--- src/rtl/axis_spi_slave_if.sv ---
// AXI-Stream style word channel shared by the TX and RX sides of the SPI slave.
interface axis_if #(
    parameter int DATA_WIDTH = 8
) ();
    logic [DATA_WIDTH-1:0] tdata;
    logic                  tvalid;
    logic                  tready;
    logic                  tlast;

    // Transfer happens on a clock edge where tvalid and tready are both high;
    // the source holds tdata/tvalid stable until that edge, and tvalid never
    // waits on tready.
    modport master (output tdata, output tvalid, output tlast, input tready);
    modport slave  (input tdata, input tvalid, input tlast, output tready);
endinterface

--- src/rtl/axis_spi_slave.sv ---
// SPI slave with AXI-Stream TX/RX word ports. SCLK, CS and MOSI are
// oversampled in the clk_i domain; SCLK edges are found from a history stage
// after the synchronizers, so clk_i must run at least 4x SCLK.
module axis_spi_slave #(
    parameter int SPI_MODE   = 1,
    parameter int DATA_WIDTH = 8
) (
    input  logic   clk_i,
    input  logic   arstn_i,
    input  logic   spi_clk_i,
    input  logic   spi_cs_i,
    input  logic   spi_mosi_i,
    output logic   spi_miso_o,
    output logic   spi_miso_oe_o,
    axis_if.slave  s_axis,
    axis_if.master m_axis,
    output logic   tx_underrun_o,
    output logic   rx_overrun_o
);

    localparam logic CPOL  = ((SPI_MODE >> 1) & 1) != 0;
    localparam logic CPHA  = (SPI_MODE & 1) != 0;
    localparam int   CNT_W = (DATA_WIDTH > 2) ? $clog2(DATA_WIDTH) : 1;
    localparam logic [CNT_W-1:0] LAST_BIT = CNT_W'(DATA_WIDTH - 1);

    // Synchronizers and edge-detect history
    logic sclk_s1_q, sclk_s1_d, sclk_s2_q, sclk_s2_d, sclk_h_q, sclk_h_d;
    logic cs_s1_q, cs_s1_d, cs_s2_q, cs_s2_d;
    logic mosi_s1_q, mosi_s1_d, mosi_s2_q, mosi_s2_d;

    // After reset the synchronizers hold idle values, not real pin samples.
    // The slave only arms once it has seen real CS high, so a CS that stayed
    // low across reset is not mistaken for a fresh falling edge.
    logic [1:0] fill_q, fill_d;
    logic       armed_q, armed_d;
    logic       cs_act_h_q, cs_act_h_d;

    // Datapath
    logic [DATA_WIDTH-1:0] tx_sr_q, tx_sr_d;
    logic [DATA_WIDTH-1:0] rx_sr_q, rx_sr_d;
    logic [CNT_W-1:0]      bit_cnt_q, bit_cnt_d;
    logic [DATA_WIDTH-1:0] hold_data_q, hold_data_d;
    logic                  hold_valid_q, hold_valid_d;
    logic                  rx_done_q, rx_done_d;
    logic [DATA_WIDTH-1:0] m_tdata_q, m_tdata_d;
    logic                  m_tvalid_q, m_tvalid_d;
    logic                  underrun_q, underrun_d;
    logic                  overrun_q, overrun_d;
    logic                  oe_q, oe_d;

    // Decoded events for the current cycle
    logic cs_active, cs_fall;
    logic sclk_rise, sclk_fall, lead_edge, trail_edge;
    logic sample_edge, shift_edge, tx_load;

    // Next-state logic for synchronizers, TX/RX shifters and the stream ports
    always_comb begin
        sclk_s1_d    = spi_clk_i;
        sclk_s2_d    = sclk_s1_q;
        sclk_h_d     = sclk_s2_q;
        cs_s1_d      = spi_cs_i;
        cs_s2_d      = cs_s1_q;
        mosi_s1_d    = spi_mosi_i;
        mosi_s2_d    = mosi_s1_q;
        fill_d       = (fill_q == 2'd3) ? fill_q : fill_q + 2'd1;
        armed_d      = armed_q | ((fill_q == 2'd3) & cs_s2_q);
        tx_sr_d      = tx_sr_q;
        rx_sr_d      = rx_sr_q;
        bit_cnt_d    = bit_cnt_q;
        hold_data_d  = hold_data_q;
        hold_valid_d = hold_valid_q;
        rx_done_d    = 1'b0;
        m_tdata_d    = m_tdata_q;
        m_tvalid_d   = m_tvalid_q;
        underrun_d   = 1'b0;
        overrun_d    = 1'b0;

        cs_active  = armed_q & ~cs_s2_q;
        cs_act_h_d = cs_active;
        cs_fall    = cs_active & ~cs_act_h_q;
        oe_d       = cs_active;

        sclk_rise   = sclk_s2_q & ~sclk_h_q;
        sclk_fall   = ~sclk_s2_q & sclk_h_q;
        lead_edge   = CPOL ? sclk_fall : sclk_rise;
        trail_edge  = CPOL ? sclk_rise : sclk_fall;
        sample_edge = cs_active & (CPHA ? trail_edge : lead_edge);
        shift_edge  = cs_active & (CPHA ? lead_edge : trail_edge);

        // A word starts on CS fall (CPHA=0) or on a shift edge with the bit
        // counter at zero: the first leading edge for CPHA=1, the trailing
        // edge right after a completed word for CPHA=0.
        tx_load = (~CPHA & cs_fall) | (shift_edge & (bit_cnt_q == '0));

        if (tx_load) begin
            hold_valid_d = 1'b0;
        end
        if (s_axis.tvalid & ~hold_valid_q) begin
            hold_data_d  = s_axis.tdata;
            hold_valid_d = 1'b1;
        end

        if (!cs_active) begin
            tx_sr_d   = '0;
            rx_sr_d   = '0;
            bit_cnt_d = '0;
        end else begin
            if (tx_load) begin
                tx_sr_d    = hold_valid_q ? hold_data_q : '0;
                underrun_d = ~hold_valid_q;
            end else if (shift_edge) begin
                tx_sr_d = {tx_sr_q[DATA_WIDTH-2:0], 1'b0};
            end
            if (sample_edge) begin
                rx_sr_d = {rx_sr_q[DATA_WIDTH-2:0], mosi_s2_q};
                if (bit_cnt_q == LAST_BIT) begin
                    bit_cnt_d = '0;
                    rx_done_d = 1'b1;
                end else begin
                    bit_cnt_d = bit_cnt_q + CNT_W'(1);
                end
            end
        end

        // rx_sr_q holds the full word in the cycle rx_done_q is high
        if (m_tvalid_q & m_axis.tready) begin
            m_tvalid_d = 1'b0;
        end
        if (rx_done_q) begin
            if (m_tvalid_q & ~m_axis.tready) begin
                overrun_d = 1'b1;
            end else begin
                m_tdata_d  = rx_sr_q;
                m_tvalid_d = 1'b1;
            end
        end
    end

    // State registers with synchronous active-low reset
    always_ff @(posedge clk_i) begin
        if (!arstn_i) begin
            sclk_s1_q    <= CPOL;
            sclk_s2_q    <= CPOL;
            sclk_h_q     <= CPOL;
            cs_s1_q      <= 1'b1;
            cs_s2_q      <= 1'b1;
            mosi_s1_q    <= 1'b0;
            mosi_s2_q    <= 1'b0;
            fill_q       <= 2'd0;
            armed_q      <= 1'b0;
            cs_act_h_q   <= 1'b0;
            tx_sr_q      <= '0;
            rx_sr_q      <= '0;
            bit_cnt_q    <= '0;
            hold_data_q  <= '0;
            hold_valid_q <= 1'b0;
            rx_done_q    <= 1'b0;
            m_tdata_q    <= '0;
            m_tvalid_q   <= 1'b0;
            underrun_q   <= 1'b0;
            overrun_q    <= 1'b0;
            oe_q         <= 1'b0;
        end else begin
            sclk_s1_q    <= sclk_s1_d;
            sclk_s2_q    <= sclk_s2_d;
            sclk_h_q     <= sclk_h_d;
            cs_s1_q      <= cs_s1_d;
            cs_s2_q      <= cs_s2_d;
            mosi_s1_q    <= mosi_s1_d;
            mosi_s2_q    <= mosi_s2_d;
            fill_q       <= fill_d;
            armed_q      <= armed_d;
            cs_act_h_q   <= cs_act_h_d;
            tx_sr_q      <= tx_sr_d;
            rx_sr_q      <= rx_sr_d;
            bit_cnt_q    <= bit_cnt_d;
            hold_data_q  <= hold_data_d;
            hold_valid_q <= hold_valid_d;
            rx_done_q    <= rx_done_d;
            m_tdata_q    <= m_tdata_d;
            m_tvalid_q   <= m_tvalid_d;
            underrun_q   <= underrun_d;
            overrun_q    <= overrun_d;
            oe_q         <= oe_d;
        end
    end

    assign s_axis.tready = ~hold_valid_q;
    assign m_axis.tdata  = m_tdata_q;
    assign m_axis.tvalid = m_tvalid_q;
    assign m_axis.tlast  = 1'b0;
    assign spi_miso_o    = oe_q & tx_sr_q[DATA_WIDTH-1];
    assign spi_miso_oe_o = oe_q;
    assign tx_underrun_o = underrun_q;
    assign rx_overrun_o  = overrun_q;

endmodule

--- src/flat_wrapper.sv ---
// flat-port wrapper written by rule: the top's interface ports become plain ports
module axis_spi_slave_flat 
#(
    parameter int SPI_MODE   = 1,
    parameter int DATA_WIDTH = 8
)
  (clk_i, arstn_i, spi_clk_i, spi_cs_i, spi_mosi_i, spi_miso_o, spi_miso_oe_o, tx_underrun_o, rx_overrun_o, s_axis_tdata, s_axis_tvalid, s_axis_tlast, s_axis_tready, m_axis_tdata, m_axis_tvalid, m_axis_tlast, m_axis_tready);
  axis_if #(.DATA_WIDTH(DATA_WIDTH)) s_axis_i ();
  axis_if #(.DATA_WIDTH(DATA_WIDTH)) m_axis_i ();
  input  logic clk_i;
  input  logic arstn_i;
  input  logic spi_clk_i;
  input  logic spi_cs_i;
  input  logic spi_mosi_i;
  output logic spi_miso_o;
  output logic spi_miso_oe_o;
  output logic tx_underrun_o;
  output logic rx_overrun_o;
  input wire logic [$bits(s_axis_i.tdata)-1:0] s_axis_tdata;
  input wire logic [$bits(s_axis_i.tvalid)-1:0] s_axis_tvalid;
  input wire logic [$bits(s_axis_i.tlast)-1:0] s_axis_tlast;
  output wire logic [$bits(s_axis_i.tready)-1:0] s_axis_tready;
  output wire logic [$bits(m_axis_i.tdata)-1:0] m_axis_tdata;
  output wire logic [$bits(m_axis_i.tvalid)-1:0] m_axis_tvalid;
  output wire logic [$bits(m_axis_i.tlast)-1:0] m_axis_tlast;
  input wire logic [$bits(m_axis_i.tready)-1:0] m_axis_tready;
  assign s_axis_i.tdata = s_axis_tdata;
  assign s_axis_i.tvalid = s_axis_tvalid;
  assign s_axis_i.tlast = s_axis_tlast;
  assign s_axis_tready = s_axis_i.tready;
  assign m_axis_tdata = m_axis_i.tdata;
  assign m_axis_tvalid = m_axis_i.tvalid;
  assign m_axis_tlast = m_axis_i.tlast;
  assign m_axis_i.tready = m_axis_tready;
  axis_spi_slave #(.SPI_MODE(SPI_MODE), .DATA_WIDTH(DATA_WIDTH)) u_core (.clk_i(clk_i), .arstn_i(arstn_i), .spi_clk_i(spi_clk_i), .spi_cs_i(spi_cs_i), .spi_mosi_i(spi_mosi_i), .spi_miso_o(spi_miso_o), .spi_miso_oe_o(spi_miso_oe_o), .s_axis(s_axis_i), .m_axis(m_axis_i), .tx_underrun_o(tx_underrun_o), .rx_overrun_o(rx_overrun_o));
endmodule
--- config.mk ---
export PLATFORM = sky130hd
export DESIGN_NAME = axis_spi_slave_flat
export DESIGN_NICKNAME = d
export VERILOG_FILES = /design/src/rtl/axis_spi_slave_if.sv /design/src/rtl/axis_spi_slave.sv /design/src/flat_wrapper.sv
export SDC_FILE = /design/constraint.sdc
export NUM_CORES = 1
export LEC_CHECK = 0
export ABC_CLOCK_PERIOD_IN_PS = 2500
export CORE_UTILIZATION = 55
export CTS_CLUSTER_DIAMETER = 40
export DETAILED_ROUTE_END_ITERATION = 12
export GPL_TIMING_DRIVEN = 0
export PLACE_DENSITY = 0.8
export SLEW_MARGIN = 10
export SYNTH_ARGS = -nofsm -noshare
export SYNTH_HDL_FRONTEND = slang
export SYNTH_SLANG_ARGS = --single-unit
--- constraint.sdc ---
create_clock -name clk_i -period 2.5 [get_ports clk_i]
set_input_delay 0.5 -clock clk_i [delete_from_list [all_inputs] [get_ports clk_i]]
set_output_delay 0.5 -clock clk_i [all_outputs]
set_load 0.005 [all_outputs]
# After elaboration in Yosys (flattened, before gate mapping)

Cells that the tools add are included.

Add/sub/neg operators: 2
Multipliers: 0
Divide/modulo/power cells: 0
$lt $le $gt $ge: 0
Equality and inequality tests: 2
Shift-type cells: 0
Muxes and demuxes: 11
Bitwise gates (word level): 18
Reduce and logical (&&, ||, !) cells: 8

Operators by type and width:

| kind                | number |
|---|---|
| $mux 8              | 3 |
| $and 1x1->1         | 11 |
| $mux 1              | 7 |
| $not 1->1           | 6 |
| $reduce_and 2->1    | 3 |
| $reduce_and 3->1    | 2 |
| $reduce_bool 2->1   | 2 |
| $add 3x1->3 const B | 1 |
| $eq 3x3->1 const B  | 1 |
| $logic_not 3->1     | 1 |
| $mux 3              | 1 |
| $add 2x1->2 const B | 1 |
| $eq 2x2->1 const B  | 1 |
| $or 1x1->1          | 1 |

Bits in registers: 51
Bits in latches: 0
Memory bits (writable): 0
Memory bits (read-only): 0
Input port bits: 16
Word-level logic and storage cells: 61
Memories: 0

# Logic depth before layout (Yosys ltp)

Gate-level depths: netlist (run 1).

Depth after elaboration: 6
Depth in mapped cells: 6
Depth with buffers taken out: 5

# Least setup slack after synthesis (run 1)

OpenSTA, ideal clock, no wires.

Kind: flip-flop to flip-flop
Start: register u_core.bit_cnt_q[0]
End: register u_core.bit_cnt_q[0]
Setup time: 0.070 ns
Arrival time: 1.104 ns
Required time: 2.430 ns
Path slack: 1.325 ns
Cell stages (with the launch flop): 5
Buffers on the path: 0
Cells stage by stage: dfxtp_1 > ha_1 > ha_1 > or3_1 > a21oi_1

Word-level cells in the longest chain between the ends: 2
Elaborated cells on any way between the ends: 3
Classes of those cells: 1 x add/sub; 1 x eq/ne; 1 x mux

RTL lines:

| element                                   | RTL line                                     | text |
|---|---|---|
| start: declaration                        | axis_spi_slave.sv:41                         | `logic [CNT_W-1:0] bit_cnt_q, bit_cnt_d;` |
| start signal: assignment                  | axis_spi_slave.sv:176                        | `bit_cnt_q <= bit_cnt_d;` |
| $add 3x1->3 or $eq 3x3->1 (tied branches) | axis_spi_slave.sv:120, axis_spi_slave.sv:116 |  |
| $mux 3 (*)                                | axis_spi_slave.sv:116                        | `if (bit_cnt_q == LAST_BIT) begin` |

Every way passes the cells marked *; elsewhere a longest branch is shown, timed or not.
A chain may end at the register's enable or synchronous reset.

# Worst setup path after layout (run 1)

Start: register u_core.hold_valid_q
End: output port s_axis_tready

Word-level cells in the longest chain between the ends: 1

RTL lines:

| element                  | RTL line              | text |
|---|---|---|
| start: declaration       | axis_spi_slave.sv:43  | `logic hold_valid_q, hold_valid_d;` |
| start signal: assignment | axis_spi_slave.sv:178 | `hold_valid_q <= hold_valid_d;` |
| $not 1->1                | axis_spi_slave.sv:188 | `assign s_axis.tready = ~hold_valid_q;` |
| end: declaration         | flat_wrapper.sv:22    | `output wire logic [$bits(s_axis_i.tready)-1:0] s_axis_tready;` |

No other way between the ends.

==> key figures, run 1 <==
Setup path
  • Crit path DAT: 1480 ps
  • CP Class: flip-flop to output port
  • Worst r2r path cells: 6
  • Critical Path RT: around 2000 ps
  • Start point of the critical path: u_core.hold_valid_q
  • Critical Path Sink Type: output port
  • Critical path cell sequence: buf_2 -> inv_1 -> clkdlybuf4s50_1
  • RR Startpoint: u_core.bit_cnt_q[0]
  • Slowest cell on the critical path: clkdlybuf4s50_1
  • RR Endpoint: u_core.tx_sr_q[2]
  • Buffer and inverter count on the worst path: 3
  • Crit path max fanout: 10
  • Worst setup SP type: flip-flop
  • Reg-to-reg slack, setup: roughly 1200 ps
  • CP peak stage delay: 430 ps
  • Delay-heaviest family, CP: buffers and inverters

Yosys
  • Netlist Area Pre-Place: approximately 0.002 sq mm
  • Unique cell type count in the Yosys netlist: 27
  • Syn_area_per_cell: just over 9 sq um
  • Yosys reg bits: 51
  • Post-Syn Instances: 210
  • Register area share after synthesis: between 50% and 60%
  • Syn Nets: 230
  • Yosys Warn Count: 0

Power and ir drop
  • Internal Power: roughly 1.0 mW
  • Switching power: ~0.3 mW
  • Register share of total power: about two thirds
  • Clock power frac: a little over a quarter
  • LEAKAGE: 0.8305 nW
  • Power, Total: about 1.3 mW
  • Sw Ratio: a little under a quarter
  • Worst vdd ir: 454.6 uV
  • Pwr per Cell Area: 555.4 mW/mm^2
  • Combinational fraction of design power: under 10%

Timing
  • Final setup fails: 0
  • Max transition margin: approximately 64%
  • Worst slew pin tran: between 500 and 600 ps
  • Fin Hold WS: ~430 ps
  • Skew final: roughly 4.7 ps
  • Final worst-path cycle share: just under 80%
  • Max Transition Viols Final: 0
  • Hold Fails Final Rpt: 0
  • RSZ-0062 raised after global routing: false
  • Final TNS setup: 0 ps
  • Worst setup margin: 521.1 ps
  • Final min period: 1979 ps
  • Achievable Freq: approximately 510 MHz

Floorplanning
  • Initial Utilization: between 50% and 60%
  • Die X: about 60 um
  • Die area: about 0.0038 sq mm
  • I/O Pins: 31
  • Core area: 0.003363 sq mm
  • # rows: 21
  • Die Ht: approximately 60 um

Drt
  • Via density: 5.253
  • First-pass detailed-route iteration total: 5
  • Iter 0 DRT Violations: between 80 and 90
  • Final ANT Viol Nets: 0
  • Final WL: 3548 um
  • Routed WL per cell: approximately 12 um
  • Remaining DRCs: 0
  • Total number of vias: 1534

Global route
  • Initial antenna violation count: 0
  • GRT Overall Usage: 21.30%
  • Vias in the first global route: 1300
  • GRT overflow: 0
  • Pin count of the biggest net entering global routing: 16
  • First-pass GRT wire length: 5865 um

Clocking
  • Skew-Pair Late Insertion Delay: about 360 ps
  • Clock Path Buffers: 2
  • H-tree Lvls: 2
  • Hold Buf Count CTS: 0
  • CTS Buf Count: 5
  • TritonCTS clock tree: done
  • Post-CTS Setup Inserts: 0
  • Clock sink count: approximately 50
  • Post-CTS Resized: 0
  • Clock transition at path regs: roughly 140 ps
  • Clk root buf: clkbuf_4

Placement
  • Place WS: around 630 ps
  • DPL Wire Length: ~2500 um
  • I/O Buffers: 28
  • DP Area: around 0.0023 sq mm
  • Placer Congestion: between 0.7 and 0.8

Worst hold path
  • Worst hold stages: 1
  • HP Start: u_core.cs_s1_q
  • Hold WC Path Type: flip-flop to flip-flop
  • Hold endpoint: u_core.cs_s2_q

Cells and area
  • Layout cells sized above 1: under 10%
  • # nets final: roughly 270
  • # diodes: 0
  • Post-route cell area: around 0.0023 sq mm
  • Filler cells: 309
  • Area delta synth->final: 20.09%

Outcome
  • Result of the run: finished, final reports clean

Flow run
  • MaxCap Viol Count: 0
## synthesized netlist by cell type
library cell | n | area share [%]
and2_1 | 7 | 2.3
and3_1 | 2 | 0.64
inv_1 | 4 | 0.77
a21boi_0 | 9 | 3.5
nor3_1 | 1 | 0.26
nand2_1 | 29 | 5.6
nand2b_1 | 5 | 1.6
nand3_1 | 15 | 3.9
a31oi_1 | 8 | 2.6
or3_1 | 1 | 0.32
xnor2_1 | 1 | 0.45
clkbuf_1 | 5 | 0.97
nand4_1 | 1 | 0.32
buf_4 | 2 | 0.77
mux2i_1 | 9 | 4.6
buf_1 | 1 | 0.19
conb_1 | 1 | 0.19
inv_2 | 1 | 0.19
nor2b_1 | 14 | 4.5
o21ai_0 | 16 | 4.1
buf_2 | 6 | 1.5
a21oi_1 | 13 | 3.3
nand3b_1 | 1 | 0.39
and4bb_1 | 2 | 1.3
nand4bb_1 | 1 | 0.58
dfxtp_1 | 51 | 53
ha_1 | 4 | 2.6
## flip-flops by register name, summed over array words and instances (netlist names), 2 cells and up
name	cells
u_core.hold_data_q	8
u_core.tx_sr_q	8
u_core.fill_q	2
u_core.bit_cnt_q	3
u_core.m_axis.tdata	8
u_core.rx_sr_q	8
## cell type report
cell class | count | area [sq um] | area share (%)
Sequential cell | 51 | 1021 | 43.75
Multi-Input combinational cell | 140 | 835.8 | 35.82
Timing Repair Buffer | 28 | 280.3 | 12.01
Buffer | 14 | 67.56 | 2.895
Tap cell | 46 | 57.56 | 2.466
Clock buffer | 5 | 37.54 | 1.609
Inverter | 5 | 18.77 | 0.8043
Clock inverter | 3 | 15.01 | 0.6434
## per-layer routing
metal | track usage, % | up-vias | routed length, um
li1 | - | 779 | -
met1 | 33.03 | 696 | 1757
met2 | 27.48 | 53 | 1512
met3 | 6.303 | 6 | 224
met4 | 7.619 | 0 | 54
met5 | 0 | - | 0
## cells in the final DEF, fill, tap and decap left out, types with 7 or more instances in the layout
cell type / netlist / routed
a21boi_0: 9 / 9
nand2_1: 29 / 29
a21oi_1: 13 / 13
a31oi_1: 8 / 8
mux2i_1: 9 / 9
nand3_1: 15 / 15
o21ai_0: 16 / 16
clkdlybuf4s50_1: 0 / 28
nor2b_1: 14 / 14
and2_1: 7 / 7
dfxtp_1: 51 / 51
## kinds of logic after synthesis
group / share of synthesized area, %
AO/OA/AOI/OAI: 13.52
XOR/XNOR: 0.4508
adder cells (fa/ha/maj): 2.576
buffers and inverters: 4.442
flip-flops: 52.54
multiplexers: 4.636
other: 0.1930
AND/OR/NAND/NOR: 21.63
## power by group through the flow
stage	clock, mW	sequential [mW]	combinational [mW]
after floorplan	0	0.864	0.0577
after global placement	0	0.867	0.0914
after detailed placement	0	0.868	0.0948
after CTS	0.357	0.850	0.0952
after global routing	0.396	0.853	0.105
final	0.352	0.850	0.0941
## through the flow
step,cells,utilization [%]
floorplan,210,-
global placement,284,67.82
detailed placement,284,67.82
CTS,292,69.38
global route,292,69.38
finish,292,69.38
## worst register-to-register path: stages (launching register included)
cell and delay, ps:
dfxtp_1 390, inv_1 60, ha_1 210, nand2b_1 70, buf_1 270, nand2_1 100
a31oi_1 180
## how the worst max path moves through the flow
stage / end / slack, ps / depth (start not counted)
5_1_grt: s_axis_tready / 420 / 3
6_report: s_axis_tready / 520 / 3
3_5_place_dp: u_core.hold_valid_q / 630 / 4
4_1_cts: s_axis_tready / 510 / 3
2_1_floorplan: u_core.bit_cnt_q[0] / 1330 / 4
3_3_place_gp: u_core.hold_valid_q / 700 / 4
Note: power is estimated with default switching activity, not from simulation.
==> inputs of run 2 (changes only) <==
--- a/config.mk
+++ b/config.mk
@@ -5,12 +5,12 @@
 export SDC_FILE = /design/constraint.sdc
 export NUM_CORES = 1
 export LEC_CHECK = 0
-export ABC_CLOCK_PERIOD_IN_PS = 2500
-export CORE_UTILIZATION = 55
+export ABC_CLOCK_PERIOD_IN_PS = 1600
+export CORE_UTILIZATION = 47
 export CTS_CLUSTER_DIAMETER = 40
 export DETAILED_ROUTE_END_ITERATION = 12
 export GPL_TIMING_DRIVEN = 0
-export PLACE_DENSITY = 0.8
+export PLACE_DENSITY = 0.72
 export SLEW_MARGIN = 10
 export SYNTH_ARGS = -nofsm -noshare
 export SYNTH_HDL_FRONTEND = slang
==> constraint.sdc (replaced) <==
create_clock -name clk_i -period 1.6 [get_ports clk_i]
set_input_delay 0.32 -clock clk_i [delete_from_list [all_inputs] [get_ports clk_i]]
set_output_delay 0.32 -clock clk_i [all_outputs]
set_load 0.005 [all_outputs]
==> key figures, run 2 (synthesis results as in run 1) <==
Outcome
  • Result of the run: finished, final reports clean

Drt
  • Remaining DRCs: 0 (unchanged)
  • Iter 0 DRT Violations: 101 (+15%)
  • Routed WL per cell: 12.35 um (+1.6%)
  • Total number of vias: 1514 (-1.3%)
  • First-pass detailed-route iteration total: 4 (-1)
  • Final ANT Viol Nets: 0 (unchanged)
  • Final WL: 3642 um (+2.6%)
  • Via density: 5.132 (-2.3%)

Flow run
  • MaxCap Viol Count: 0 (unchanged)

Timing
  • Final min period: around 1500 ps
  • Worst setup margin: 140.7 ps (-380.3 ps)
  • Final worst-path cycle share: between 90% and 100%
  • Max Transition Viols Final: 0 (unchanged)
  • RSZ-0062 raised after global routing: false
  • Worst slew pin tran: 514.8 ps (-17.91 ps)
  • Achievable Freq: 685.3 MHz
  • Max transition margin: 65.68% (+1.3 points)
  • Skew final: 2.858 ps (-1.825 ps)
  • Final setup fails: 0 (unchanged)
  • Hold Fails Final Rpt: 0 (unchanged)
  • Fin Hold WS: 418.8 ps (-10.82 ps)

Power and ir drop
  • Worst vdd ir: 576.0 uV (+27%)
  • LEAKAGE: 0.8587 nW (+3.4%)
  • Power, Total: 2.135 mW (+65%)
  • Pwr per Cell Area: 899.0 mW/mm^2 (+62%)

Clocking
  • Clock Path Buffers: 2 (unchanged)
  • Clock transition at path regs: 80 ps (-60 ps)
  • Clock sink count: 51 (unchanged)
  • H-tree Lvls: 2 (unchanged)
  • CTS Buf Count: 5 (unchanged)
  • Clk root buf: clkbuf_8
  • Skew-Pair Late Insertion Delay: 300 ps (-60 ps)
  • TritonCTS clock tree: done

Global route
  • Initial antenna violation count: 0 (unchanged)
  • First-pass GRT wire length: 5830 um (-0.60%)
  • GRT overflow: 0 (unchanged)
  • Vias in the first global route: 1255 (-3.5%)
  • Pin count of the biggest net entering global routing: 14 (-2)
  • GRT Overall Usage: 18.26% (-3.0 points)

Worst hold path
  • Hold WC Path Type: flip-flop to flip-flop

Setup path
  • CP Class: flip-flop to output port
  • Critical path cell sequence: clkdlybuf4s50_1
  • Crit path DAT: 1140 ps (-340 ps)
  • Slowest cell on the critical path: clkdlybuf4s50_1
  • Buffer and inverter count on the worst path: 1 (-2)
  • Delay-heaviest family, CP: buffers and inverters
  • CP peak stage delay: 500 ps (+70 ps)
  • Critical Path Sink Type: output port
  • Worst setup SP type: flip-flop
  • Crit path max fanout: 3 (-7)
  • Critical Path RT: 1280 ps (-720 ps)

Floorplanning
  • I/O Pins: 31 (unchanged)
  • Die Ht: 66.30 um (+7.9%)
  • Die X: 66.30 um (+7.9%)
  • Die area: 0.004396 sq mm (+16%)
  • Initial Utilization: 48.93% (-8.8 points)
  • Core area: 0.003971 sq mm (+18%)
  • # rows: 23 (+9.5%)

Cells and area
  • # nets final: 266 (+0.38%)
  • Most frequent cells in the layout: 50 x dfxtp_1, 29 x nand2_1, 26 x clkdlybuf4s50_1
  • # diodes: 0 (unchanged)
  • Filler cells: 375 (+21%)
  • Post-route cell area: 0.002375 sq mm (+1.8%)
  • Most common cell after layout, fill and taps aside: dfxtp_1
  • Layout cells sized above 1: 6.531% (-0.38 points)
  • Area delta synth->final: 22.22%

Placement
  • Place WS: -61.57 ps (-696.2 ps)
  • DPL Wire Length: 2498 um (+0.84%)
  • I/O Buffers: 28 (unchanged)
  • Placer Congestion: 0.7683 (+0.58%)
  • DP Area: 0.002286 sq mm (+0.22%)
-- run 2: cell count changes in the layout (fill, tap and decap cells not counted), moves of 2 or more --
cell             previous run  this run
clkbuf_4                    5         0
clkinv_2                    3         0
clkbuf_8                    0         5
clkdlybuf4s50_1            28        26
-- run 2: area by class of cell --
| type | instances | area (sq um) | share of cell area, % |
|---|---|---|---|
| clock buffer | 6 | 72.57 | 3.056 |
| tap | 50 | 62.56 | 2.634 |
| sequential | 51 | 1022 | 43.05 |
| timing repair buffer | 29 | 289.0 | 12.17 |
| inverter | 5 | 18.77 | 0.7903 |
| buffer | 14 | 73.82 | 3.109 |
| multi-input combinational | 140 | 835.8 | 35.19 |
-- run 2: power breakdown --
group	switching (mW)	internal (mW)	total, mW
registers	0.0203	1.30	1.32
logic	0.0597	0.0911	0.151
clock network	0.367	0.292	0.659
total	0.447	1.69	2.13
-- run 2: per-stage QoR --
step                utilization [%]  setup TNS [ps]  std cells
CTS                           59.74               0        295
finish                        59.80               0        295
floorplan                         -               0        210
detailed placement            57.56          -294.1        288
global route                  59.80               0        295
global placement              57.56          -49.39        288
-- run 2: routing by layer --
layer  routed length [um]  part of all wire (%)  up-vias  global-route usage, %
li1                     -                     -      780                      -
met1                 1891                    52      696                  26.04
met2                 1526                    42       33                  24.11
met3                  155                   4.3        5                  6.207
met4                   68                   1.9        0                  8.777
met5                    0                     0        -                      0
-- run 2: path summary, 6_finish.rpt --
kind / end / start / depth (start not counted) / slack [ps]
min reg2reg: u_core.cs_s2_q / u_core.cs_s1_q / 1 / 420
max: m_axis_tvalid / u_core.m_axis.tvalid / 1 / 140
min: u_core.cs_s2_q / u_core.cs_s1_q / 1 / 420
max reg2reg: u_core.tx_sr_q[6] / u_core.bit_cnt_q[0] / 6 / 260
-- run 2: timing repair --
item                       in CTS  in global routing
setup buffers                   1                  0
hold buffers                    0                  0
gates cloned                    0                  0
gates resized for setup         4                  1
setup endpoints to repair       1                  1
